`src/rtl/mac_seq.sv`:
```
// Dot-product sequencer: walks a tap counter for a downstream MAC and captures its sum.
// Optional abort input is compiled in when MAC_SEQ_ABORT_EN is defined.
module mac_seq #(
    parameter int CNT_W = 5,
    parameter int SUM_W = 20,
    parameter int NTAPS = 16
) (
    input  logic             clk,
    input  logic             rst,
    input  logic             start,
    input  logic [CNT_W-1:0] len,
    output logic [CNT_W-1:0] cnt,
    input  logic [SUM_W-1:0] sum_in,
    output logic [SUM_W-1:0] result,
    output logic             busy,
    output logic             done
`ifdef MAC_SEQ_ABORT_EN
    ,
    input  logic             abort
`endif
);

    typedef enum logic [1:0] {IDLE, RUN, DRAIN, CAPTURE} state_t;

    localparam logic [CNT_W-1:0] DRAIN_CODE = CNT_W'(NTAPS);
    localparam logic [CNT_W-1:0] ONE        = CNT_W'(1);

    state_t             state_reg, state_next;
    logic [CNT_W-1:0]   cnt_reg, cnt_next;
    logic [CNT_W-1:0]   len_reg, len_next;
    logic [SUM_W-1:0]   result_reg, result_next;
    logic               busy_reg, busy_next;
    logic               done_reg, done_next;
    logic [CNT_W-1:0]   eff_len;

    // Zero and oversize requests both mean a full-length run.
    always_comb begin
        if (len == '0 || len > DRAIN_CODE) begin
            eff_len = DRAIN_CODE;
        end else begin
            eff_len = len;
        end
    end

    always_comb begin
        state_next  = state_reg;
        cnt_next    = cnt_reg;
        len_next    = len_reg;
        result_next = result_reg;
        busy_next   = busy_reg;
        done_next   = 1'b0;
        case (state_reg)
            IDLE: begin
                cnt_next  = '0;
                busy_next = 1'b0;
                if (start) begin
                    len_next  = eff_len;
                    busy_next = 1'b1;
                    if (eff_len > ONE) begin
                        state_next = RUN;
                        cnt_next   = ONE;
                    end else begin
                        state_next = DRAIN;
                        cnt_next   = DRAIN_CODE;
                    end
                end
            end
            RUN: begin
                if (cnt_reg == len_reg - ONE) begin
                    state_next = DRAIN;
                    cnt_next   = DRAIN_CODE;
                end else begin
                    cnt_next = cnt_reg + ONE;
                end
            end
            DRAIN: begin
                state_next = CAPTURE;
            end
            CAPTURE: begin
                result_next = sum_in;
                done_next   = 1'b1;
                busy_next   = 1'b0;
                cnt_next    = '0;
                state_next  = IDLE;
            end
            default: begin
                state_next = IDLE;
                cnt_next   = '0;
                busy_next  = 1'b0;
            end
        endcase
`ifdef MAC_SEQ_ABORT_EN
        // Abort discards the run entirely, including a pending capture.
        if (abort && state_reg != IDLE) begin
            state_next  = IDLE;
            cnt_next    = '0;
            busy_next   = 1'b0;
            done_next   = 1'b0;
            result_next = result_reg;
            len_next    = len_reg;
        end
`endif
    end

    always_ff @(posedge clk) begin
        if (rst) begin
            state_reg  <= IDLE;
            cnt_reg    <= '0;
            len_reg    <= DRAIN_CODE;
            result_reg <= '0;
            busy_reg   <= 1'b0;
            done_reg   <= 1'b0;
        end else begin
            state_reg  <= state_next;
            cnt_reg    <= cnt_next;
            len_reg    <= len_next;
            result_reg <= result_next;
            busy_reg   <= busy_next;
            done_reg   <= done_next;
        end
    end

    assign cnt    = cnt_reg;
    assign result = result_reg;
    assign busy   = busy_reg;
    assign done   = done_reg;

endmodule

```
`config.mk`:
```
export PLATFORM = sky130hd
export DESIGN_NAME = mac_seq
export DESIGN_NICKNAME = d
export VERILOG_FILES = /design/src/rtl/mac_seq.sv
export SDC_FILE = /design/constraint.sdc
export NUM_CORES = 1
export LEC_CHECK = 0
export ABC_CLOCK_PERIOD_IN_PS = 3200
export BUFFER_PORTS_ARGS = -buffer_cell sky130_fd_sc_hd__buf_2
export CORE_ASPECT_RATIO = 0.6
export CORE_MARGIN = 4
export CORE_UTILIZATION = 53
export CTS_CLUSTER_SIZE = 12
export DETAILED_ROUTE_END_ITERATION = 8
export HOLD_SLACK_MARGIN = 0.12
export PLACE_DENSITY = 0.8
export SKIP_CTS_REPAIR_TIMING = 1
export SYNTH_ARGS = -nofsm -noshare
export SYNTH_HDL_FRONTEND = slang
export SYNTH_SLANG_ARGS = --single-unit
```
`constraint.sdc`:
```
create_clock -name clk -period 3.2 [get_ports clk]
set_input_delay 0.8 -clock clk [delete_from_list [all_inputs] [get_ports clk]]
set_output_delay 0.8 -clock clk [all_outputs]
set_load 0.02 [all_outputs]
```
==> results.md <==
- Fin. max-slew vios: 0
- First-pass GRT wire length: around 5.5 mm
- # setup viols final: 0
- Multi-input logic area: between 800 and 900 um^2
- Number of flops mapped to enable cells by yosys: 0
- Antenna violations before repair: 0
- DR vias/cell: around 5.0
- Largest net degree at the start of global routing: 36
- I/O pin total: 55
- Commonest non-fill, non-tap cell in the layout: buf_2
- Clk sinks: 34
- Die Outline Area: approximately 4000 um^2
- Final GP Congestion: 0.820
- Die Wd: about 80 um
- FF+latch count, synth: 34
- Number of global-route vias before repair: 1253
- Share of cells above drive strength 1: 0.298
- WL final: about 3.4 mm
- Final Hold Viols: 0
- Synth Net Count: 212
- Crit Path Class: input port to flop
- Hold_sp: result[3]
- Synth Flop Type: dfxtp_1
- Post-Syn Area per Cell: between 9 and 10 um^2
- Top post-synthesis cells by area: dfxtp_1 42%, mux2i_1 14%, nor2_1 7.4%, ha_1 7.0%, a21oi_1 2.5%
- Mapped Cells: roughly 180
- CTS buffer count: 5
- Initial DRC count: 52
- Num rows: 15
- CTS tree: yes
- DR pass1 iterations: 4
- Min-Delay Path Class: flop to flop
- FMAX: approximately 450 MHz
- Number of nets in the layout: 264
- Worst Skew: around 0.0051 ns
- Clk root buf: clkbuf_8
- Core Area: 2890 um^2
- Synth unique cells: 35
- Leakage power: a little under 0.0009 uW
- VDD IR-drop max: between 300 and 400 uV
- Setup TNS: 0 ns
- Global-route usage over all layers: 0.173
- Most frequent cells in the layout: 54 x buf_2, 34 x dfxtp_1, 32 x nor2_1
- FFs w/ async S/R, synth: 0
- Design Area, Final: about 2000 um^2
- Arrival @ worst endpoint: 2.35 ns
- Worst Max-Slew Pin Slew: around 0.64 ns
- Crit path time final: between 2 and 2.5 ns
- Later-pin clock latency in the skew report: roughly 0.28 ns
- CTS H-tree depth: 2
- WL/cell: approximately 12 um
- Die H: approximately 50 um
- Syn. warnings: 0
- I/O Buffers: 54
- HPWL Detailed: 2.50 mm
- Max reg flops: 20
- ANT nets after route: 0
- Hold EP: result[3]
- Status: finished, final reports clean
- Pwr Density: between 600 and 700 nW/um^2
- FF-to-FF Start: len_reg[0]
- Register area: just under 700 um^2
- Cell Area, Synth: 1620 um^2
- R2r endpoint: state_reg[1]
- Critical Path RT: approximately 3.3 ns
- Fill count: roughly 250
- R2R cell count: 7
- Unrepaired setup endpoints after global routing: false
- Cell taking the most area after synthesis: dfxtp_1
- GR Overflow Total: 0
- Register area share after synthesis: 0.420
- CTS clk-pin slew, worst paths: 0.07 ns
- Min-Delay Path Depth: 2
- CP Max Fanout: 5
- Clk buf depth: 2
- # diodes: 0
- Synth top area share: 0.420
- Final worst-path cycle share: 0.690
- Area Overhead vs Synth: 23.3%
- Crit path launch type: input port
- Slew margin rel.: 0.575
- Detailed-route DRC error count: 0
- Area after DPL: around 1900 um^2
- Vias: between 1000 and 1500
- MaxCap Viol Count: 0
- Initial Util: 0.560
- Worst Setup End Kind: flop
- R2R Setup Slk: roughly 1.4 ns
-- logic make-up (layout without fill, tap and decap cells) --
| logic type | count (synthesis) | in the layout | synth area share |
|---|---|---|---|
| AOI/OAI and AO/OA | 27 | 27 | 0.121 |
| xor gates and xnor gates | 6 | 6 | 0.0325 |
| adders and majority gates | 9 | 9 | 0.0696 |
| buffers and inverters | 18 | 71 | 0.0479 |
| DFF | 34 | 34 | 0.420 |
| muxes | 23 | 23 | 0.142 |
| and+or+nand+nor | 58 | 58 | 0.166 |
-- cell type report --
| class | instances | area share |
|---|---|---|
| repair buffers | 55 | 0.139 |
| multi-input cells | 123 | 0.431 |
| inverters | 8 | 0.0150 |
| clock inverters | 2 | 0.00627 |
| clock buffers | 6 | 0.0414 |
| well taps | 42 | 0.0263 |
| flip-flops and latches | 34 | 0.341 |
-- through the flow --
stage,power (uW),cells,utilization,hold slack [ns],setup WS [ns]
after detailed placement,963,262,0.658,0.479,0.712
after global routing,1370,270,0.691,0.533,0.880
final,1280,270,0.691,0.488,0.992
after floorplan,851,175,-,0.456,1.06
after global placement,953,262,0.658,0.468,0.757
after CTS,1290,270,0.691,0.496,1.01
-- synth_stat cells (all sizes together) (2+ instances only) --
library cell and count:
ha 9, o21ai 5, buf 3, nand2b 3
and3 2, nor3b 4, a22oi 2, clkbuf 7
mux2i 23, dfxtp 34, nand3 4, nor3 5
xnor2 4, nor2 32, xor2 2, a21oi 8
nand2 5, inv 8, o31ai 2, a31oi 2
-- critical path, stage by stage --
cell	delay (ns)
buf_2	0.10
nor3_1	0.23
nand2b_1	0.09
ha_1	0.34
o21ai_0	0.44
nor2_1	0.08
a21oi_1	0.17
a311oi_2	0.11
-- how the worst max path moves through the flow --
stage	start	end	slack [ns]	cells past startpoint
2_1_floorplan	len[1]	state_reg[1]	1.06	7
3_3_place_gp	len[1]	state_reg[1]	0.76	8
3_5_place_dp	len[1]	state_reg[0]	0.71	7
4_1_cts	len[1]	state_reg[1]	1.01	8
5_1_grt	len[1]	state_reg[0]	0.88	7
6_report	len[1]	state_reg[1]	0.99	8
-- routing by layer --
metal / global-route usage / wire length (um)
met4: 0.0457 / 15
met1: 0.247 / 1730
met3: 0.0511 / 257
met2: 0.253 / 1360
met5: 0 / 0
-- power by group --
| group | internal (uW) | switching (uW) |
|---|---|---|
| Combinational | 175 | 255 |
| Clock | 173 | 149 |
| Sequential | 478 | 50.9 |
| Total | 825 | 454 |
Power figures use the tool's default switching activity.
